[config.mk]
export PLATFORM = sky130hd
export DESIGN_NAME = pong_game_ctrl
export DESIGN_NICKNAME = d
export VERILOG_FILES = /design/src/rtl/pong_pkg.sv /design/src/rtl/bcd_counter2.sv /design/src/rtl/pong_game_ctrl.sv
export SDC_FILE = /design/constraint.sdc
export NUM_CORES = 1
export LEC_CHECK = 0
export CORE_ASPECT_RATIO = 0.6
export CORE_MARGIN = 2
export CORE_UTILIZATION = 40
export DETAILED_ROUTE_END_ITERATION = 16
export GPL_TIMING_DRIVEN = 1
export SLEW_MARGIN = 20
export SYNTH_ARGS = -nofsm -noshare
export SYNTH_HDL_FRONTEND = slang
export SYNTH_SLANG_ARGS = --single-unit
[constraint.sdc]
create_clock -name clk -period 2.5 [get_ports clk]
set_clock_uncertainty 0.15 [all_clocks]
set_input_delay 0.25 -clock clk [delete_from_list [all_inputs] [get_ports clk]]
set_output_delay 0.25 -clock clk [all_outputs]
set_load 0.01 [all_outputs]
[src/rtl/pong_pkg.sv]
// Shared definitions for the Pong game-flow controller: state encoding,
// BCD constants, default tick counts and the 2-digit BCD increment.
package pong_pkg;

    typedef enum logic [1:0] {
        ST_NEWGAME = 2'd0,
        ST_SERVE   = 2'd1,
        ST_PLAY    = 2'd2,
        ST_OVER    = 2'd3
    } game_state_t;

    localparam logic [7:0] BCD_ZERO = 8'h00;
    localparam logic [7:0] BCD_MAX  = 8'h99;

    localparam int DEF_SERVE_TICKS = 120;
    localparam int DEF_OVER_TICKS  = 180;

    // Two-digit BCD +1; ones wrap 9->0 with carry, whole value sticks at 99.
    function automatic logic [7:0] bcd_inc(input logic [7:0] value);
        logic [7:0] result;
        if (value == BCD_MAX)
            result = BCD_MAX;
        else if (value[3:0] == 4'd9)
            result = {value[7:4] + 4'd1, 4'd0};
        else
            result = {value[7:4], value[3:0] + 4'd1};
        return result;
    endfunction

endpackage

[src/rtl/bcd_counter2.sv]
// Two-digit BCD counter with synchronous clear, increment enable and
// saturation at 99. Used for both scores and the rally count.
module bcd_counter2
    import pong_pkg::*;
(
    input  logic       clk,
    input  logic       reset,
    input  logic       clr,
    input  logic       inc,
    output logic [7:0] count
);

    // Clear has priority over increment; saturate instead of wrapping.
    always_ff @(posedge clk) begin
        // NOTE: non-blocking assignments keep every register sampling the
        // pre-edge values, so ordering between always_ff blocks never matters.
        if (!reset || clr)
            count <= BCD_ZERO;
        else if (inc && count != BCD_MAX)
            count <= bcd_inc(count);
    end

endmodule

[src/rtl/pong_game_ctrl.sv]
// Pong game-flow controller: sequences new-game, serve, play and game-over,
// and keeps the BCD scores and rally count for the overlay.
module pong_game_ctrl
    import pong_pkg::*;
#(
    parameter logic [7:0] WIN_SCORE   = 8'h07,
    parameter int         SERVE_TICKS = DEF_SERVE_TICKS,
    parameter int         OVER_TICKS  = DEF_OVER_TICKS
) (
    input  logic       clk,
    input  logic       reset,
    input  logic       frame_tick,
    input  logic [3:0] btn,
    input  logic [1:0] hit,
    input  logic [1:0] miss,
    output logic       gra_still,
    output logic [1:0] game_state,
    output logic [7:0] score_l,
    output logic [7:0] score_r,
    output logic [7:0] rally,
    output logic [1:0] winner
);

    localparam logic [7:0] SERVE_LOAD = 8'(SERVE_TICKS);
    localparam logic [7:0] OVER_LOAD  = 8'(OVER_TICKS);

    game_state_t state;
    logic [7:0]  timer;
    logic [3:0]  btn_prev;
    logic        hit_done;

    logic start;
    logic in_play;
    logic miss_l;
    logic miss_r;
    logic hit_ok;
    logic l_wins;
    logic r_wins;
    logic timer_last;
    logic over_done;
    logic clr_scores;
    logic clr_rally;

    // Event decode: which status pulses count this cycle.
    always_comb begin
        start      = |(btn & ~btn_prev);
        in_play    = (state == ST_PLAY);
        miss_l     = in_play && miss[0];
        miss_r     = in_play && !miss[0] && miss[1];
        // A hit is taken once per frame interval and dropped if a miss coincides.
        hit_ok     = in_play && (miss == 2'b00) && (|hit) && !hit_done;
        l_wins     = (bcd_inc(score_l) == WIN_SCORE);
        r_wins     = (bcd_inc(score_r) == WIN_SCORE);
        timer_last = frame_tick && (timer == 8'd1);
        over_done  = (state == ST_OVER) && timer_last;
        // Clearing on the OVER exit edge makes the scores read zero on NEWGAME entry.
        clr_scores = (state == ST_NEWGAME) || over_done;
        clr_rally  = clr_scores || miss_l || miss_r;
    end

    // Game-phase FSM with registered freeze, winner, timer and edge detector.
    always_ff @(posedge clk) begin
        if (!reset) begin
            state     <= ST_NEWGAME;
            gra_still <= 1'b1;
            winner    <= 2'b00;
            timer     <= 8'd0;
            btn_prev  <= 4'd0;
            hit_done  <= 1'b0;
        end else begin
            btn_prev <= btn;
            if (state != ST_PLAY)
                hit_done <= 1'b0;
            case (state)
                ST_NEWGAME: begin
                    gra_still <= 1'b1;
                    winner    <= 2'b00;
                    if (start) begin
                        state <= ST_SERVE;
                        timer <= SERVE_LOAD;
                    end
                end
                ST_SERVE: begin
                    gra_still <= 1'b1;
                    if (timer_last) begin
                        state     <= ST_PLAY;
                        gra_still <= 1'b0;
                        timer     <= 8'd0;
                    end else if (frame_tick && timer != 8'd0) begin
                        timer <= timer - 8'd1;
                    end
                end
                ST_PLAY: begin
                    gra_still <= 1'b0;
                    if (miss_l || miss_r) begin
                        gra_still <= 1'b1;
                        if ((miss_l && l_wins) || (miss_r && r_wins)) begin
                            state  <= ST_OVER;
                            winner <= miss_l ? 2'b01 : 2'b10;
                            timer  <= OVER_LOAD;
                        end else begin
                            state <= ST_SERVE;
                            timer <= SERVE_LOAD;
                        end
                    end else if (hit_ok) begin
                        hit_done <= 1'b1;
                    end else if (frame_tick) begin
                        hit_done <= 1'b0;
                    end
                end
                ST_OVER: begin
                    gra_still <= 1'b1;
                    if (timer_last) begin
                        state  <= ST_NEWGAME;
                        winner <= 2'b00;
                        timer  <= 8'd0;
                    end else if (frame_tick && timer != 8'd0) begin
                        timer <= timer - 8'd1;
                    end
                end
                default: state <= ST_NEWGAME;
            endcase
        end
    end

    assign game_state = state;

    bcd_counter2 u_score_l (
        .clk   (clk),
        .reset (reset),
        .clr   (clr_scores),
        .inc   (miss_l),
        .count (score_l)
    );

    bcd_counter2 u_score_r (
        .clk   (clk),
        .reset (reset),
        .clr   (clr_scores),
        .inc   (miss_r),
        .count (score_r)
    );

    bcd_counter2 u_rally (
        .clk   (clk),
        .reset (reset),
        .clr   (clr_rally),
        .inc   (hit_ok),
        .count (rally)
    );

endmodule
# Word level (Yosys, flattened, before mapping)
# Cells that the tools add are included.
# op_classes
n_addsub	7
eq_ne	22
n_mux	30
n_bitwise	2
n_reduce_logical	37
# op_table
cell	count
2-to-1 mux 8 bit	11
adder 4 x 1 -> 4 bit (second input constant)	6
equality test 8 bit (second input constant)	3
!= test 8 bit (second input constant)	3
one-hot mux 8 bit (3 select lines)	1
equality test 8 x 3 -> 1 bit (second input constant)	2
2-to-1 mux 2 bit	8
logical AND 1 bit	14
equality test 4 bit (second input constant)	3
equality test 8 x 1 -> 1 bit (second input constant)	1
!= test 2 bit (second input constant)	4
one-hot mux 2 bit (4 select lines)	1
AND reduction 4 bit	2
nonzero test 8 bit	1
subtractor 8 x 1 -> 8 bit (second input constant)	1
logical OR 1 bit	7
2-to-1 mux 1 bit	7
one-hot mux 2 bit (3 select lines)	1
OR reduction 2 bit	3
AND 4 bit	1
equality test 2 bit (second input constant)	2
zero test 2 bit	2
!= test 2 x 1 -> 1 bit (second input constant)	2
NOT 4 bit	1
9 further kinds	11
# totals
ff_bits	42
input_bits	11
output_inout_bits	29
elab_cells	108

# Logic depth before layout (Yosys ltp)
# Gate-level depths: netlist (run 1).
# logic_depth
word_depth	9
ltp_mapped	10

# Hierarchy
# From an unflattened synthesis (run 1), not the netlist that was laid out.
# unflattened
cells_unflattened	298
area_unflattened_um2	2531.2
# modules_own_cells
module	instances	cells_per_inst	area_each_um2	seq_area_each_um2
bcd_counter2	3	52	459.2	160.2
pong_game_ctrl	1	142	1153.6	360.3

# Worst setup path after synthesis (run 1)
# OpenSTA, ideal clock, no wires.
# synth_path
path_kind	register -> register
from	register state[0] (netlist: game_state[0])
to	register winner[1]
arrival_ns	2.070
required_time_ns	2.284
setup_slack_ns	0.214
path_stages_with_launch	11
n_path_buf	2
period_less_slack_ns	2.286
path_cell_list	dfxtp_1 inv_1 ha_1 buf_4 and3b_1 buf_2 nand4_1 nor4b_2 a31oi_2 mux2_2 a21boi_2
# synth_via
elab_chain_len	7
# synth_lines
element	line_no	rtl
from (decl)	pong_game_ctrl.sv:27	game_state_t state;
from (signal assigned)	pong_game_ctrl.sv:64	state <= ST_NEWGAME;
from (signal assigned)	pong_game_ctrl.sv:79	state <= ST_SERVE;
from (signal assigned)	pong_game_ctrl.sv:86	state <= ST_PLAY;
equality test 2 bit	pong_game_ctrl.sv:47, pong_game_ctrl.sv:74	
logical AND 1 bit (2 in a row)	pong_game_ctrl.sv:49	miss_r = in_play && !miss[0] && miss[1];
logical AND 1 bit	pong_game_ctrl.sv:97	if ((miss_l && l_wins) || (miss_r && r_wins)) begin
logical OR 1 bit	pong_game_ctrl.sv:97	
!= test 2 x 1 -> 1 bit (no source line)	-	
AND reduction 4 bit (no source line)	-	
to (signal assigned)	pong_game_ctrl.sv:99	winner <= miss_l ? 2'b01 : 2'b10;
to (decl)	pong_game_ctrl.sv:21	output logic [1:0] winner
# Parallel ways exist; a longest one is shown, timed or not. The select of a mux whose other input is x is not followed.
# A chain may end at the register's enable or synchronous reset.

# Worst setup path in the final report (run 1)
# layout_path
from	register state[0] (netlist: game_state[0])
to	register timer[1]
# layout_via
elab_chain_len	6
# layout_lines
element	line_no	rtl
equality test 2 bit	pong_game_ctrl.sv:47, pong_game_ctrl.sv:74	
logical AND 1 bit (2 in a row)	pong_game_ctrl.sv:49	
logical OR 1 bit	pong_game_ctrl.sv:95	if (miss_l || miss_r) begin
!= test 2 x 1 -> 1 bit (no source line)	-	
AND reduction 3 bit (no source line)	-	
to (signal assigned)	pong_game_ctrl.sv:90	timer <= timer - 8'd1;
to (signal assigned)	pong_game_ctrl.sv:118	timer <= timer - 8'd1;
to (decl)	pong_game_ctrl.sv:28	logic [7:0] timer;
# Parallel ways exist; a longest one is shown, timed or not.

==> impl_metrics.tcl, run 1 <==
set metrics [dict create \
    status "finished, final reports clean" \
    tns_ns 0 \
    ant_nets 0 \
    hp-class "reg -> reg" \
    leakagePower_nw 1.11 \
    worst_pin_slew_ns 0.533 \
    die_y_um 63.9 \
    cp_max_fo 8 \
    relSlewSlack_pct 64.5 \
    synthXorXnorAreaFrac_pct 5.86 \
    dieArea_um2 6630 \
    avgSynthCellArea_um2 8.53 \
    clock.fmax_ghz 0.429 \
    drt_iter0_drc 104 \
    fin_crit_sh_pct 93.2 \
    cts_made_buffers 5 \
    ios 40 \
    yosysWarnings 0 \
    start_util_pct 42.1 \
    antenna_found_initial 0 \
    design.core.area_um2 5680 \
    synthArstFlopShare_pct 0 \
    rrSetupSlack_ns 0.17 \
    yosysTopAreaCell "dfxtp_1" \
    synthTopCellsByCount "42 x dfxtp_1, 39 x nor2_1, 36 x nand2_1" \
    setup_viol 0 \
    crit_start "game_state[0]$_SDFFE_PN0P_" \
    synth_area_um2 2390 \
    period_needed_ns 2.33 \
    synth_compound_area_share_pct 15.3 \
    hold_ws_ns 0.346 \
    ctsHoldBuffers 0 \
    startpoint_type "flip-flop" \
    synthTopCellsByArea "dfxtp_1 35%, ha_1 7.9%, nor2_1 6.1%" \
    hold_end "winner[0]$_SDFFE_PN0P_" \
    nets 354 \
    syn_to_final_growth_pct 26.8 \
    r2r_cells 8 \
    hold_viol 0 \
    holdCritStartpoint "winner[0]$_SDFFE_PN0P_" \
    worstSkewPairLatency_ns 0.29 \
    num_vias 2098 \
    vdd_ir_drop_max_uv 264 \
    rsz0062_at_grt "no" \
    r2r-end "timer[1]$_SDFFE_PN0P_" \
    routedWlPerCell_um 13.5 \
    synth_fp_nets 306 \
    synthMuxAreaShare_pct 2.20 \
    drc 0 \
    whs_path_depth 2 \
    grt_pass1_vias 1903 \
    clkTransAtPathRegs_ns 0.08 \
    clock-sinks 42 \
    cts.path.max_buffers 2 \
    synth_cell_types 57 \
    ys_seq_elements 42 \
    r2r_start "game_state[0]$_SDFFE_PN0P_" \
    globalplace.congestion 0.846 \
    cp.required_ns 2.58 \
    drv_cap 0 \
    avgViaCountPerCell 5.13 \
    power.total_mw 2.21 \
    fp-row-count 21 \
    synthCells 280 \
    overflow 0 \
    nFillCells 561 \
    synthAdderAreaFrac_pct 7.85 \
    synth_top_family_by_area "simple AND/OR/NAND/NOR gates" \
    synth_seq_area_share_pct 35.2 \
    grt_use_total_pct 17.2 \
    path_class "reg -> reg" \
    drive_above_1_share_pct 11.2 \
    synthSimpleGateAreaFrac_pct 29.6 \
    power_density_nw_per_um2 731 \
    synth_top_area_share_pct 35.2 \
    cp.arrival_ns 2.41 \
    grt_max_degree 20 \
    postLayoutCellArea_um2 3030 \
    drt_pass1_iterations 4 \
    grt_first_pass_wirelength_um 9200 \
    die_w_um 104 \
    synth-edff-count 0 \
    antenna_cells 0 \
    cts_root_buf "clkbuf_8" \
    worstSetupEndpointType "flip-flop" \
    cts_tree "done" \
    placed_area_um2 2910 \
    dp_hpwl_um 4070 \
    finalWirelength_um 5500 \
    htree_levels 2 \
    synth-main-ff-cell "dfxtp_1" \
    slew_viol_final 0 \
    synth_most_common_cell "dfxtp_1" \
    port_buffers 39 \
]
[critical path, cell delays in order (launching register included)]
cell      delay (ns)
dfxtp_1         0.41
inv_1           0.08
ha_1            0.31
nor3b_4         0.20
buf_4           0.16
a31oi_2         0.27
nand2_2         0.12
or4_1           0.41
a21boi_1        0.14
[cell usage in the layout, fill, tap and decap left out, drive strengths merged, types with 3 or more instances in the layout]
cell           instances
clkbuf                 7
nor3                   8
ha                    15
nor2                  39
nand3b                 4
and3b                  3
xnor2                  5
nand4                  5
and2                   7
nor4                   3
xor2                  11
mux2i                  3
buf                   11
inv                   13
nand3                  5
a211oi                 4
a21oi                 14
o21ai                  5
a31oi                  7
nor3b                  4
dfxtp                 42
clkdlybuf4s50         39
a21boi                 4
nor2b                  3
nand2                 37
[logic make-up after synthesis]
group	count (synthesis)
multiplexers	5
XOR/XNOR	16
AND/OR/NAND/NOR	129
buffers and inverters	22
AO/OA/AOI/OAI	51
flip-flops	42
adder cells (fa/ha/maj)	15
[where the power goes]
group | switching (mW) | leakage [nW] | internal (mW)
registers | 0.0885 | 0.341 | 0.737
logic | 0.470 | 0.711 | 0.387
clock network | 0.234 | 0.0524 | 0.299
[worst max-delay path by stage]
stage | end | slack [ns]
floorplan | winner[1]$_SDFFE_PN0P_ | 0.21
global placement | u_rally.count[7]$_SDFFE_PP0P_ | 0.18
detailed placement | u_rally.count[7]$_SDFFE_PP0P_ | 0.15
CTS | u_rally.count[7]$_SDFFE_PP0P_ | 0.10
global route | winner[0]$_SDFFE_PN0P_ | 0.03
finish | timer[1]$_SDFFE_PN0P_ | 0.17
[final cells by class]
cell class                 instances  area (um2)  share of cell area (%)
multi-input combinational        216        1460                    48.2
sequential                        42         841                    27.8
timing repair buffer              50         473                    15.6
tap                               80         100                    3.30
clock buffer                       7        76.3                    2.52
inverter                          13        48.8                    1.61
clock inverter                     1        30.0                   0.991
[what timing repair did]
action / in CTS / in global routing
endpoints found under the setup margin: 0 / 2
resized for setup: 0 / 1
setup buffers: 0 / 1
endpoints found under the hold margin: 0 / 0
[state kept, by name, indices dropped and copies added (netlist names)]
register	flops
btn_prev	4
game_state	2
gra_still	1
hit_done	1
timer	8
u_rally.count	8
u_score_l.count	8
u_score_r.count	8
winner	2
[layer usage]
layer | global-route usage (%) | part of all wire, % | up-vias
met5 | 0 | 0 | -
met4 | 4.73 | 0.73 | 0
met3 | 4.90 | 5.7 | 4
met2 | 23.4 | 38 | 53
met1 | 25.9 | 55 | 970
li1 | - | - | 1071
[through the flow]
step | utilization, % | instances | setup slack, ns
6_report | 53.4 | 409 | 0.171
2_1_floorplan | - | 280 | 0.214
5_1_grt | 53.4 | 409 | 0.0254
3_5_place_dp | 51.3 | 400 | 0.150
3_3_place_gp | 51.3 | 400 | 0.178
4_1_cts | 53.1 | 408 | 0.104
Power figures use the tool's default switching activity.
==> run 2, diff against run 1 <==
--- a/config.mk
+++ b/config.mk
@@ -10,6 +10,7 @@
 export CORE_UTILIZATION = 40
 export DETAILED_ROUTE_END_ITERATION = 16
 export GPL_TIMING_DRIVEN = 1
+export HOLD_SLACK_MARGIN = 0.1
 export SLEW_MARGIN = 20
 export SYNTH_ARGS = -nofsm -noshare
 export SYNTH_HDL_FRONTEND = slang
==> results of run 2 <==
Same layout as run 1: the final DEF is identical, and so are final timing and power.
==> run 3, diff against run 2 <==
--- a/config.mk
+++ b/config.mk
@@ -7,10 +7,11 @@
 export LEC_CHECK = 0
 export CORE_ASPECT_RATIO = 0.6
 export CORE_MARGIN = 2
-export CORE_UTILIZATION = 40
+export CORE_UTILIZATION = 50
 export DETAILED_ROUTE_END_ITERATION = 16
 export GPL_TIMING_DRIVEN = 1
 export HOLD_SLACK_MARGIN = 0.1
+export PLACE_DENSITY = 0.76
 export SLEW_MARGIN = 20
 export SYNTH_ARGS = -nofsm -noshare
 export SYNTH_HDL_FRONTEND = slang
==> impl_metrics.tcl, run 3 (synthesis results as in run 1) <==
set metrics [dict create \
    clock-sinks 42 \
    ctsHoldBuffers 0 \
    cp.required_ns 2.52 \
    start_util_pct 52.1 \
    r2r-end "u_rally.count[7]$_SDFFE_PP0P_" \
    tns_ns 0 \
    finalWirelength_um 5090 \
    syn_to_final_growth_pct 24.5 \
    postCtsSetupBuffers 0 \
    seqPwrFrac_pct 38.2 \
    relSlewSlack_pct 73.0 \
    power.total_mw 2.17 \
    drive_above_1_share_pct 10.2 \
    mostFrequentLayoutCells "42 x dfxtp_1, 39 x nor2_1, 39 x clkdlybuf4s50_1, 36 x nand2_1" \
    r2r_start "game_state[0]$_SDFFE_PN0P_" \
    whs_path_depth 2 \
    clock.fmax_ghz 0.435 \
    cts_made_buffers 5 \
    worstSkewPairLatency_ns 0.29 \
    clkTransAtPathRegs_ns 0.08 \
    worst_pin_slew_ns 0.400 \
    antenna_cells 0 \
    startpoint_type "flip-flop" \
    p_clk_share_pct 23.9 \
    status "finished, final reports clean" \
    die_y_um 57.6 \
    path_class "reg -> reg" \
    grt_first_pass_wirelength_um 8770 \
    drc 0 \
    hold_ws_ns 0.363 \
    cts_tree "done" \
    slew_viol_final 0 \
    cts_root_buf "clkbuf_8" \
    dieArea_um2 5370 \
    globalplace.congestion 0.887 \
    cts_resized 0 \
    ant_nets 0 \
    final_common_cell "dfxtp_1" \
    die_w_um 93.3 \
    dp_hpwl_um 3880 \
    drt_iter0_drc 159 \
    placedCellCount 380 \
    avgViaCountPerCell 5.32 \
    drv_cap 0 \
    grt_use_total_pct 20.6 \
    fp-row-count 19 \
    hp-class "reg -> reg" \
    ios 40 \
    rrSetupSlack_ns 0.20 \
    power_density_nw_per_um2 731 \
    net-switching-power_mw 0.771 \
    grt_pass1_vias 1852 \
    holdCritStartpoint "winner[0]$_SDFFE_PN0P_" \
    p_int_mw 1.40 \
    r2r_cells 8 \
    hold_end "winner[0]$_SDFFE_PN0P_" \
    cp.arrival_ns 2.32 \
    swShare_pct 35.4 \
    antenna_found_initial 0 \
    leakagePower_nw 1.08 \
    num_vias 2065 \
    cp_max_fo 8 \
    utilization_pct 64.8 \
    rsz0062_at_grt "no" \
    worstSetupEndpointType "flip-flop" \
    routedWlPerCell_um 13.1 \
    nets 350 \
    cts.path.max_buffers 2 \
    hold_viol 0 \
    port_buffers 39 \
    drt_pass1_iterations 4 \
    htree_levels 2 \
    fin_crit_sh_pct 92.0 \
    design.core.area_um2 4590 \
    vdd_ir_drop_max_uv 302 \
    grt_max_degree 20 \
    setup_viol 0 \
    final-instance-count-excl-fill 388 \
    overflow 0 \
    period_needed_ns 2.30 \
    combPwrFrac_pct 37.9 \
]
==> run 3: cell types whose count changed in the layout (fill, tap and decap cells not counted) <==
cell	previous run	this run
a31oi_1	5	6
ha_2	0	1
a31oi_2	2	1
buf_4	11	7
ha_1	15	14
==> run 3: worst max path at each step <==
stage                                          start                             to  slack [ns]  depth (start not counted)
after detailed placement  game_state[0]$_SDFFE_PN0P_  u_rally.count[7]$_SDFFE_PP0P_        0.15                          8
after global placement                       miss[0]         winner[1]$_SDFFE_PN0P_        0.21                          7
final                     game_state[0]$_SDFFE_PN0P_  u_rally.count[7]$_SDFFE_PP0P_        0.20                          8
after floorplan           game_state[0]$_SDFFE_PN0P_         winner[1]$_SDFFE_PN0P_        0.21                         10
after global routing      game_state[0]$_SDFFE_PN0P_  u_rally.count[7]$_SDFFE_PP0P_        0.04                          8
after CTS                 game_state[0]$_SDFFE_PN0P_         winner[1]$_SDFFE_PN0P_        0.14                          8
==> run 3: worst max-delay path: stages, from the launching register on <==
cell     delay (ns)
dfxtp_1        0.36
inv_1          0.15
ha_2           0.27
nor3b_4        0.33
nor3b_4        0.25
nor3b_4        0.32
nand4_1        0.15
xor2_1         0.14
nor2_1         0.05
==> run 3: power groups by stage <==
stage               clock, mW  sequential [mW]  combinational, mW
floorplan                   0            0.833              0.597
global placement            0            0.840              0.805
detailed placement          0            0.843              0.806
CTS                     0.538            0.829              0.814
global route            0.570            0.843              0.913
finish                  0.520            0.831              0.824
==> run 3: area by class of cell <==
cell class	count	area, um2
fillers	391	1610
repair buffers	46	443
clock inverters	1	30.0
multi-input cells	216	1460
well taps	63	78.8
inverters	13	48.8
clock buffers	7	76.3
flip-flops and latches	42	841
==> run 3: metal layers <==
metal  GRT usage [%]  up-vias  wire length [um]  share of wire, %
li1                -     1061                 -                 -
met1            32.4      940              2800                55
met2            27.6       58              1900                37
met3            5.02        6               339               6.7
met4            5.46        0                42              0.83
met5               0        -                 0                 0
==> run 3: through the flow <==
step           worst slack [ns]  cell area (um2)
2_1_floorplan             0.214             2390
3_3_place_gp              0.209             2870
3_5_place_dp              0.151             2870
4_1_cts                   0.141             2970
5_1_grt                  0.0385             2970
6_report                  0.200             2970
